File: config.mk
export PLATFORM = sky130hd
export DESIGN_NAME = vend_controller_flat
export DESIGN_NICKNAME = d
export VERILOG_FILES = /design/src/rtl/vend_pkg.sv /design/src/rtl/vend_controller_if.sv /design/src/rtl/vend_controller_coin_inventory.sv /design/src/rtl/vend_controller.sv /design/src/flat_wrapper.sv
export SDC_FILE = /design/constraint.sdc
export NUM_CORES = 1
export LEC_CHECK = 0
export CORE_AREA = 10 10 130 132
export CTS_CLUSTER_DIAMETER = 100
export DETAILED_ROUTE_END_ITERATION = 12
export DIE_AREA = 0 0 140 142
export GPL_ROUTABILITY_DRIVEN = 0
export GPL_TIMING_DRIVEN = 0
export PLACE_DENSITY_LB_ADDON = 0.05
export SYNTH_ARGS = -nofsm -noshare
export SYNTH_HDL_FRONTEND = slang
export SYNTH_HIERARCHICAL = 1
export SYNTH_SLANG_ARGS = --single-unit
File: constraint.sdc
create_clock -name clk -period 4.3 [get_ports clk]
set_input_delay 0.43 -clock clk [delete_from_list [all_inputs] [get_ports clk]]
set_output_delay 0.43 -clock clk [all_outputs]
set_load 0.01 [all_outputs]
File: src/rtl/vend_pkg.sv
// vend_pkg: coin encodings, cent lookup helpers and the sequencer state
// enum shared by the vending controller files.
package vend_pkg;

  localparam int N_DENOM = 5;

  localparam logic [2:0] COIN_5C   = 3'd0;
  localparam logic [2:0] COIN_10C  = 3'd1;
  localparam logic [2:0] COIN_25C  = 3'd2;
  localparam logic [2:0] COIN_50C  = 3'd3;
  localparam logic [2:0] COIN_100C = 3'd4;

  typedef enum logic [1:0] {
    S_IDLE,
    S_GO,
    S_WAIT_ACK,
    S_WAIT_DONE
  } state_e;

  // Cent value of a coin code; 0 marks an invalid code.
  function automatic logic [6:0] coin_value(input logic [2:0] code);
    case (code)
      COIN_5C:   coin_value = 7'd5;
      COIN_10C:  coin_value = 7'd10;
      COIN_25C:  coin_value = 7'd25;
      COIN_50C:  coin_value = 7'd50;
      COIN_100C: coin_value = 7'd100;
      default:   coin_value = 7'd0;
    endcase
  endfunction

  // One-hot denomination of a dispensed coin; all-zero for no/unknown coin.
  function automatic logic [N_DENOM-1:0] denom_onehot(input logic [6:0] cents);
    case (cents)
      7'd5:    denom_onehot = 5'b00001;
      7'd10:   denom_onehot = 5'b00010;
      7'd25:   denom_onehot = 5'b00100;
      7'd50:   denom_onehot = 5'b01000;
      7'd100:  denom_onehot = 5'b10000;
      default: denom_onehot = 5'b00000;
    endcase
  endfunction

endpackage

File: src/rtl/vend_controller_if.sv
// vend_controller_if: front-panel, coin-acceptor and change-dispenser
// signals of the vending controller. slave = controller side,
// master = the surrounding logic driving it.
interface vend_controller_if;
  logic       coin_valid;
  logic [2:0] coin_code;
  logic       select;
  logic [9:0] price;
  logic       refund;
  logic       disp_done;
  logic [6:0] change_dispensed;
  logic       go_signal;
  logic [9:0] change;
  logic [4:0] avail_coins;
  logic       low_nickels;
  logic [9:0] credit;
  logic       vend_item;
  logic       coin_reject;
  logic       insufficient;
  logic       short_change;
  logic       busy;

  modport slave (
    input  coin_valid, coin_code, select, price, refund, disp_done, change_dispensed,
    output go_signal, change, avail_coins, low_nickels, credit, vend_item,
           coin_reject, insufficient, short_change, busy
  );

  modport master (
    output coin_valid, coin_code, select, price, refund, disp_done, change_dispensed,
    input  go_signal, change, avail_coins, low_nickels, credit, vend_item,
           coin_reject, insufficient, short_change, busy
  );
endinterface

File: src/rtl/vend_controller_coin_inventory.sv
// coin_inventory: one saturating up/down counter per denomination.
// Accepted coins count up (stick at all-ones), dispensed coins count
// down (stick at zero). Availability flags are combinational.
module coin_inventory
  import vend_pkg::*;
#(
  parameter int CNT_W             = 8,
  parameter int INIT_COUNT        = 10,
  parameter int LOW_NICKEL_THRESH = 4
) (
  input  logic               clk,
  input  logic               reset,
  input  logic [N_DENOM-1:0] inc_i,
  input  logic [N_DENOM-1:0] dec_i,
  output logic [N_DENOM-1:0] avail_o,
  output logic               low_nickels_o
);

  localparam logic [CNT_W-1:0] CNT_MAX  = '1;
  localparam logic [CNT_W-1:0] CNT_INIT = CNT_W'(INIT_COUNT);

  logic [CNT_W-1:0] cnt_q [N_DENOM];

  for (genvar i = 0; i < N_DENOM; i++) begin : g_cnt
    // Saturating count of coins of denomination i held in the machine.
    always_ff @(posedge clk) begin
      if (reset)
        cnt_q[i] <= CNT_INIT;
      else if (inc_i[i] && !dec_i[i] && cnt_q[i] != CNT_MAX)
        cnt_q[i] <= cnt_q[i] + 1'b1;
      else if (dec_i[i] && !inc_i[i] && cnt_q[i] != '0)
        cnt_q[i] <= cnt_q[i] - 1'b1;
    end
    assign avail_o[i] = (cnt_q[i] != '0);
  end

  assign low_nickels_o = ({24'd0, cnt_q[COIN_5C]} < 32'(LOW_NICKEL_THRESH));

endmodule

File: src/rtl/vend_controller.sv
// vend_controller: coin/credit/select sequencer driving change_dispenser
// through go/done. Optional macro REFUND_EN builds the refund path; when
// undefined the refund input is ignored.
module vend_controller
  import vend_pkg::*;
#(
  parameter int CNT_W             = 8,
  parameter int INIT_COUNT        = 10,
  parameter int LOW_NICKEL_THRESH = 4,
  parameter int MAX_CREDIT        = 1000
) (
  input logic              clk,
  input logic              reset,
  vend_controller_if.slave bus
);

  state_e             state_q;
  logic [9:0]         credit_q, change_q, paid_q;
  logic [1:0]         ack_cnt_q;
  logic               go_q, vend_q, reject_q, insuf_q, short_q;

  logic               in_idle, refund_take, select_take, coin_fits, coin_accept;
  logic [6:0]         coin_val, paid_val;
  logic [10:0]        credit_sum;
  logic [9:0]         paid_sum;
  logic [N_DENOM-1:0] inv_inc, inv_dec;

  // Arbitrate refund > select > coin in IDLE and decode inventory updates.
  always_comb begin
    in_idle    = (state_q == S_IDLE);
    coin_val   = coin_value(bus.coin_code);
    credit_sum = {1'b0, credit_q} + 11'(coin_val);
    coin_fits  = (coin_val != 7'd0) && (credit_sum <= 11'(MAX_CREDIT));
`ifdef REFUND_EN
    refund_take = in_idle && bus.refund && (credit_q != '0);
`else
    refund_take = 1'b0;
`endif
    select_take = in_idle && bus.select && !refund_take;
    coin_accept = in_idle && bus.coin_valid && !refund_take && !bus.select && coin_fits;
    inv_inc     = coin_accept ? (N_DENOM'(1) << bus.coin_code) : '0;
    inv_dec     = (state_q == S_WAIT_DONE) ? denom_onehot(bus.change_dispensed) : '0;
    paid_val    = (|inv_dec) ? bus.change_dispensed : 7'd0;
    paid_sum    = paid_q + 10'(paid_val);
  end

  // Transaction FSM; every output is a register updated here.
  always_ff @(posedge clk) begin
    if (reset) begin
      state_q   <= S_IDLE;
      credit_q  <= '0;
      change_q  <= '0;
      paid_q    <= '0;
      ack_cnt_q <= '0;
      go_q      <= 1'b0;
      vend_q    <= 1'b0;
      reject_q  <= 1'b0;
      insuf_q   <= 1'b0;
      short_q   <= 1'b0;
    end else begin
      go_q     <= 1'b0;
      vend_q   <= 1'b0;
      insuf_q  <= 1'b0;
      // Any coin not accepted (busy, bad code, over ceiling, lost arbitration).
      reject_q <= bus.coin_valid && !coin_accept;
      unique case (state_q)
        S_IDLE: begin
          if (refund_take) begin
            change_q  <= credit_q;
            credit_q  <= '0;
            paid_q    <= '0;
            ack_cnt_q <= '0;
            go_q      <= 1'b1;
            state_q   <= S_GO;
          end else if (select_take) begin
            short_q <= 1'b0;
            if (credit_q >= bus.price) begin
              vend_q   <= 1'b1;
              credit_q <= '0;
              if (credit_q != bus.price) begin
                change_q  <= credit_q - bus.price;
                paid_q    <= '0;
                ack_cnt_q <= '0;
                go_q      <= 1'b1;
                state_q   <= S_GO;
              end
            end else begin
              insuf_q <= 1'b1;
            end
          end else if (coin_accept) begin
            credit_q <= credit_sum[9:0];
          end
        end
        S_GO: state_q <= S_WAIT_ACK;
        S_WAIT_ACK: begin
          // Dispenser must drop done to acknowledge; 4 stuck cycles = nothing paid.
          if (!bus.disp_done) begin
            state_q <= S_WAIT_DONE;
          end else if (ack_cnt_q == 2'd3) begin
            short_q  <= 1'b1;
            change_q <= '0;
            state_q  <= S_IDLE;
          end else begin
            ack_cnt_q <= ack_cnt_q + 2'd1;
          end
        end
        S_WAIT_DONE: begin
          paid_q <= paid_sum;
          if (bus.disp_done) begin
            short_q  <= (paid_sum != change_q);
            change_q <= '0;
            state_q  <= S_IDLE;
          end
        end
        default: state_q <= S_IDLE;
      endcase
    end
  end

  coin_inventory #(
    .CNT_W            (CNT_W),
    .INIT_COUNT       (INIT_COUNT),
    .LOW_NICKEL_THRESH(LOW_NICKEL_THRESH)
  ) u_inv (
    .clk          (clk),
    .reset        (reset),
    .inc_i        (inv_inc),
    .dec_i        (inv_dec),
    .avail_o      (bus.avail_coins),
    .low_nickels_o(bus.low_nickels)
  );

  assign bus.go_signal    = go_q;
  assign bus.change       = change_q;
  assign bus.credit       = credit_q;
  assign bus.vend_item    = vend_q;
  assign bus.coin_reject  = reject_q;
  assign bus.insufficient = insuf_q;
  assign bus.short_change = short_q;
  assign bus.busy         = (state_q != S_IDLE);

endmodule

File: src/flat_wrapper.sv
// flat-port wrapper written by rule: the top's interface ports become plain ports
module vend_controller_flat import vend_pkg::*;
#(
  parameter int CNT_W             = 8,
  parameter int INIT_COUNT        = 10,
  parameter int LOW_NICKEL_THRESH = 4,
  parameter int MAX_CREDIT        = 1000
)
  (clk, reset, bus_coin_valid, bus_coin_code, bus_select, bus_price, bus_refund, bus_disp_done, bus_change_dispensed, bus_go_signal, bus_change, bus_avail_coins, bus_low_nickels, bus_credit, bus_vend_item, bus_coin_reject, bus_insufficient, bus_short_change, bus_busy);
  vend_controller_if bus_i ();
  input logic clk;
  input logic reset;
  input wire logic [$bits(bus_i.coin_valid)-1:0] bus_coin_valid;
  input wire logic [$bits(bus_i.coin_code)-1:0] bus_coin_code;
  input wire logic [$bits(bus_i.select)-1:0] bus_select;
  input wire logic [$bits(bus_i.price)-1:0] bus_price;
  input wire logic [$bits(bus_i.refund)-1:0] bus_refund;
  input wire logic [$bits(bus_i.disp_done)-1:0] bus_disp_done;
  input wire logic [$bits(bus_i.change_dispensed)-1:0] bus_change_dispensed;
  output wire logic [$bits(bus_i.go_signal)-1:0] bus_go_signal;
  output wire logic [$bits(bus_i.change)-1:0] bus_change;
  output wire logic [$bits(bus_i.avail_coins)-1:0] bus_avail_coins;
  output wire logic [$bits(bus_i.low_nickels)-1:0] bus_low_nickels;
  output wire logic [$bits(bus_i.credit)-1:0] bus_credit;
  output wire logic [$bits(bus_i.vend_item)-1:0] bus_vend_item;
  output wire logic [$bits(bus_i.coin_reject)-1:0] bus_coin_reject;
  output wire logic [$bits(bus_i.insufficient)-1:0] bus_insufficient;
  output wire logic [$bits(bus_i.short_change)-1:0] bus_short_change;
  output wire logic [$bits(bus_i.busy)-1:0] bus_busy;
  assign bus_i.coin_valid = bus_coin_valid;
  assign bus_i.coin_code = bus_coin_code;
  assign bus_i.select = bus_select;
  assign bus_i.price = bus_price;
  assign bus_i.refund = bus_refund;
  assign bus_i.disp_done = bus_disp_done;
  assign bus_i.change_dispensed = bus_change_dispensed;
  assign bus_go_signal = bus_i.go_signal;
  assign bus_change = bus_i.change;
  assign bus_avail_coins = bus_i.avail_coins;
  assign bus_low_nickels = bus_i.low_nickels;
  assign bus_credit = bus_i.credit;
  assign bus_vend_item = bus_i.vend_item;
  assign bus_coin_reject = bus_i.coin_reject;
  assign bus_insufficient = bus_i.insufficient;
  assign bus_short_change = bus_i.short_change;
  assign bus_busy = bus_i.busy;
  vend_controller #(.CNT_W(CNT_W), .INIT_COUNT(INIT_COUNT), .LOW_NICKEL_THRESH(LOW_NICKEL_THRESH), .MAX_CREDIT(MAX_CREDIT)) u_core (.clk(clk), .reset(reset), .bus(bus_i));
endmodule
-- Word level (Yosys, flattened, before mapping)
Memory sizes are Yosys's and may differ from the RTL's.
Index checks and enable logic that the tools add are counted.
- add/sub/neg operators: 14
- order comparisons: 3
- equal/unequal tests: 29
- shift-type cells: 1
- mux-type cells: 87
- bitwise gates (word level): 13
- reductions and logical operators: 60
- operators by type and width (kind ; number):
    10-bit two-way mux ; 12
    8-bit two-way mux ; 10
    1-bit two-way mux ; 44
    8-bit by 1-bit adder with 8-bit output (second input constant) ; 5
    8-bit inequality test (second input constant) ; 5
    8-bit nonzero test ; 5
    8-bit by 1-bit subtractor with 8-bit output (second input constant) ; 5
    7-bit one-hot mux with 5 select lines ; 1
    10-bit one-hot mux with 3 select lines ; 1
    1-bit logical AND ; 26
    5-bit one-hot mux with 5 select lines ; 1
    2-bit two-way mux ; 11
    10-bit inequality test ; 2
    10-bit one-hot mux with 2 select lines ; 1
    2-bit inequality test (second input constant) ; 7
    1-bit zero test ; 12
    10-bit by 7-bit adder with 11-bit output ; 1
    11-bit by 10-bit less-or-equal comparator with 1-bit output (second input constant) ; 1
    10-bit by 7-bit adder with 10-bit output ; 1
    10-bit >= comparator ; 1
    5-bit two-way mux ; 2
    1-bit bitwise OR ; 10
    5-bit AND reduction ; 2
    10-bit subtractor ; 1
    32 further kinds ; 40
- bits in registers: 39
- bits in writable memories: 40
- input bits: 26
- output and inout port bits: 32
- logic and storage cells: 218
- memories kept: 1
- memories (memory ; depth ; bits a word ; read ports ; clocked after memory_dff ; wr ports ; RTL line ; RTL):
    u_core.u_inv.cnt_q ; 5 ; 8 ; 5 ; 0 ; 5 ; vend_controller_coin_inventory.sv:22 ; logic [CNT_W-1:0] cnt_q [N_DENOM];

-- Logic depth before layout (Yosys ltp)
- depth after elaboration: 15
- gate-level depth with buffers: 21
- gate-level depth less buffers: 20

-- Cells and area by module
Netlist, hierarchy kept.
- modules (own cells, without submodules) (module ; times used ; cells an instance ; area an instance (sq um) ; seq. area each (sq um)):
    vend_controller ; 1 ; 458 ; 3598.5 ; 780.7
    coin_inventory ; 1 ; 347 ; 3139.3 ; 1201.2

-- Worst setup path before layout
No wires, ideal clock.
- kind: input-to-reg
- start point: input port bus_coin_code[0]
- end point: memory u_core.u_inv.cnt_q[4][6], data pin
- setup time: 0.271 ns
- arrival time: 4.063 ns
- required time: 4.029 ns
- slack: -0.034 ns
- stages on the path: 19
- buffers on the path: 1
- cell sequence: nor2b_1 > ha_1 > a211oi_2 > o31ai_2 > or3_4 > o2111ai_2 > xnor2_2 > a41oi_4 > buf_6 > and2_1 > nor3b_1 > nand2_1 > inv_1 > ha_1 > nor2b_1 > o31a_1 > o21ai_0 > nand3_1 > nor3b_1
- RTL lines (element ; RTL line ; RTL):
    start: declaration ; flat_wrapper.sv:14 ; input wire logic [$bits(bus_i.coin_code)-1:0] bus_coin_code;
    end: declaration ; vend_controller_coin_inventory.sv:22 ;

==> run metrics <==
Final ANT Viol Nets 0; Synth Flop Type edfxtp_1; layout cells sized above 1 11.3%; Fmax 0.240 GHz; area grow syn2layout 20.4%; EDFF count, synth 40; core area 14300 um^2; initial antenna violation count 0; IO Pins 58; Avg Cell Area, Syn 8.37 um^2; Yosys Warn Count 6; Avg WL per Cell 17.7 um; power consumption 2.42 mW; r2r endpoint u_core/u_inv/cnt_q[4][6]; register share of total power 37.5%; reg2reg path depth 19; Overflow after GRT 0; max-slew violations 0; CP required 4380 ps; Period minus WS final 4170 ps; WS Path Type input port to flop; Clock Power Share 34.0%; P_leak 3.11 nW; Async SR Flop Fraction 0%; worst min path class flop to flop; CP Max Fanout 8; RSZ-0062 raised after global routing yes; All-Layer GR Usage 18.3%; count leader, synth nand2_1; initial core utilization 47.1%; clk sinks 79; xor/xnor cell area share of the yosys netlist 5.03%; CTS Buf Count 9; register area share after synthesis 29.4%; die area 19900 um^2; crit path to u_core/u_inv/cnt_q[4][6]; Int Pwr 1.64 mW; Non-Filler Instances 1070; clock root buffer clkbuf_16; Critical Path Source Type input port; PortBufs 56; logic gate share of total power 28.5%; post-DR vias/cell 6.01; reg2reg start u_core/bus.credit[0]; Synth Net Count 882; power density cells 298 nW/um^2; post-synthesis compound-gate area fraction 23.0%; design area 8110 um^2; dpl cells 1045; Total Nets Final 958; CTS Hold Bufs 0; clk buf depth 2; Adder-Cell Fraction of Synth Area 9.92%; skew final 6.89 ps; Mapped Area 6740 um^2; most frequent cells after synthesis 73 x nand2_1, 68 x a21oi_1, 68 x nor2_1; mux share of post-synthesis cell area 1.93%; DR vias 6426; R2R setup slack 140 ps; NetSw 777 uW; Synth top area share 17.8%; drt total wl 19000 um; Syn Inst Count 805; Max IR drop VDD 0.000211 V; CTS tree built; Yosys top cell by area edfxtp_1; largest net degree at the start of global routing 14; status finished clean; Die X 140 um; DR pass1 iterations 6; global-route wire length before repair 30600 um; largest family of logic cells by synthesized area simple AND/OR/NAND/NOR gates; die height 142 um; Final Cycle Share 97.0%; worst setup margin 127 ps; Place WS -1330 ps; Worst setup EP type flop; CP Launch Point bus_coin_code[1]; Hold Violations, Final 0; H-Tree Depth 3; Diodes inserted 0; worst skew pair latency 350 ps; Cell Rows 44; Area contributors post-synth edfxtp_1 18%, dfxtp_1 12%, ha_1 8.7%, a21oi_1 5.1%, nand2_1 4.1%; Slew HR 41.0%; DP Wirelength 14000 um; DRC Markers 0; number of library cell types mapped by synthesis 86; vias in the first global route 6122; Sw Ratio 32.1%; CTS clk-pin slew, worst paths 60 ps; CP arrival 4250 ps; Placed Area 7530 um^2; Synth Area in Simple Gates 25.6%; number of synthesized register bits 79; final setup fails 0; initial DRC count 540; # Max-Cap Violations 0; Slew @ Worst Pin 877 ps
routing by layer:
metal	global-route usage, %	vias to the layer above	wire [um]
met5	0	-	0
met4	6.03	0	265
met3	3.27	20	1070
met2	30.0	210	8850
met1	24.0	3033	8770
li1	-	3163	-
final cells by class:
type / instances / area (um^2)
Buffer: 34 / 180
Clock inverter: 3 / 18.8
Sequential cell: 79 / 1990
Timing Repair Buffer: 65 / 634
Inverter: 45 / 171
Multi-Input combinational cell: 647 / 4590
Tap cell: 184 / 230
Clock buffer: 13 / 303
Fill cell: 1316 / 6200
repair_timing:
action,CTS,global route
pin swaps,5,20
hold endpoints to repair,0,0
endpoints found under the setup margin,58,44
resized for setup,31,25
buffers inserted,5,4
per-stage QoR:
step	util (%)	TNS, ps	hold WS [ps]
floorplan	-	0	436
global placement	52.6	-42200	445
detailed placement	52.6	-47580	452
CTS	55.9	0	461
global route	56.7	-96.8	486
finish	56.7	0	461
state kept, by name, summed over array words and instances (netlist names), 2 cells and up:
register	count
u_core/paid_q	10
u_core/bus.change	10
u_core/u_inv/cnt_q	40
u_core/state_q	2
u_core/ack_cnt_q	2
u_core/bus.credit	10
worst min path at each step:
stage               cells after the start  slack, ps              from                to
floorplan                               2        440  u_core/paid_q[0]  u_core/paid_q[0]
global placement                        2        450  u_core/paid_q[0]  u_core/paid_q[0]
detailed placement                      2        450  u_core/paid_q[3]  u_core/paid_q[3]
CTS                                     2        460  u_core/paid_q[3]  u_core/paid_q[3]
global route                            2        490  u_core/paid_q[4]  u_core/paid_q[4]
finish                                  2        460  u_core/paid_q[3]  u_core/paid_q[3]
power groups by stage:
stage / sequential (mW) / clock [mW] / combinational [mW]
after floorplan: 0.920 / 0 / 0.419
after global placement: 0.920 / 0 / 0.637
after detailed placement: 0.922 / 0 / 0.645
after CTS: 0.906 / 0.837 / 0.667
after global routing: 0.914 / 0.866 / 0.752
final: 0.907 / 0.821 / 0.689
worst max-delay path, cell delays in order:
cell and delay (ps):
clkdlybuf4s15_2 250, nor2b_2 180, ha_1 280, buf_6 150, a21oi_4 180, o31ai_4 100
or3_4 350, o21ai_2 90, xnor2_2 180, a41oi_4 200, buf_8 170, and2_4 160
nor3b_4 200, nand2_2 130, inv_4 110, ha_1 260, nor2b_1 170, o31a_1 270
o21ai_2 140, nand3_1 90, nor3b_1 130
placed cells by master (no fill, tap or decap), types with 17 or more instances in the layout:
| cell type | synthesis | final |
|---|---|---|
| clkdlybuf4s50_1 | 0 | 53 |
| nor3_1 | 22 | 21 |
| ha_1 | 47 | 45 |
| nand2_1 | 73 | 71 |
| edfxtp_1 | 40 | 40 |
| nand3_1 | 30 | 30 |
| xnor2_1 | 22 | 22 |
| clkbuf_1 | 22 | 22 |
| nor4_1 | 17 | 17 |
| nor2_1 | 68 | 66 |
| dfxtp_1 | 39 | 37 |
| a21oi_1 | 68 | 64 |
| inv_1 | 45 | 44 |
| o21ai_0 | 23 | 20 |
logic make-up (layout without fill, tap and decap cells):
logic type,count (synthesis),in the layout
AO/OA/AOI/OAI,218,218
XOR/XNOR,37,37
adder cells (fa/ha/maj),51,51
buffers and inverters,79,160
flip-flops,79,79
multiplexers,13,13
AND/OR/NAND/NOR,328,328
No activity file was read; power rests on OpenSTA's default activity.
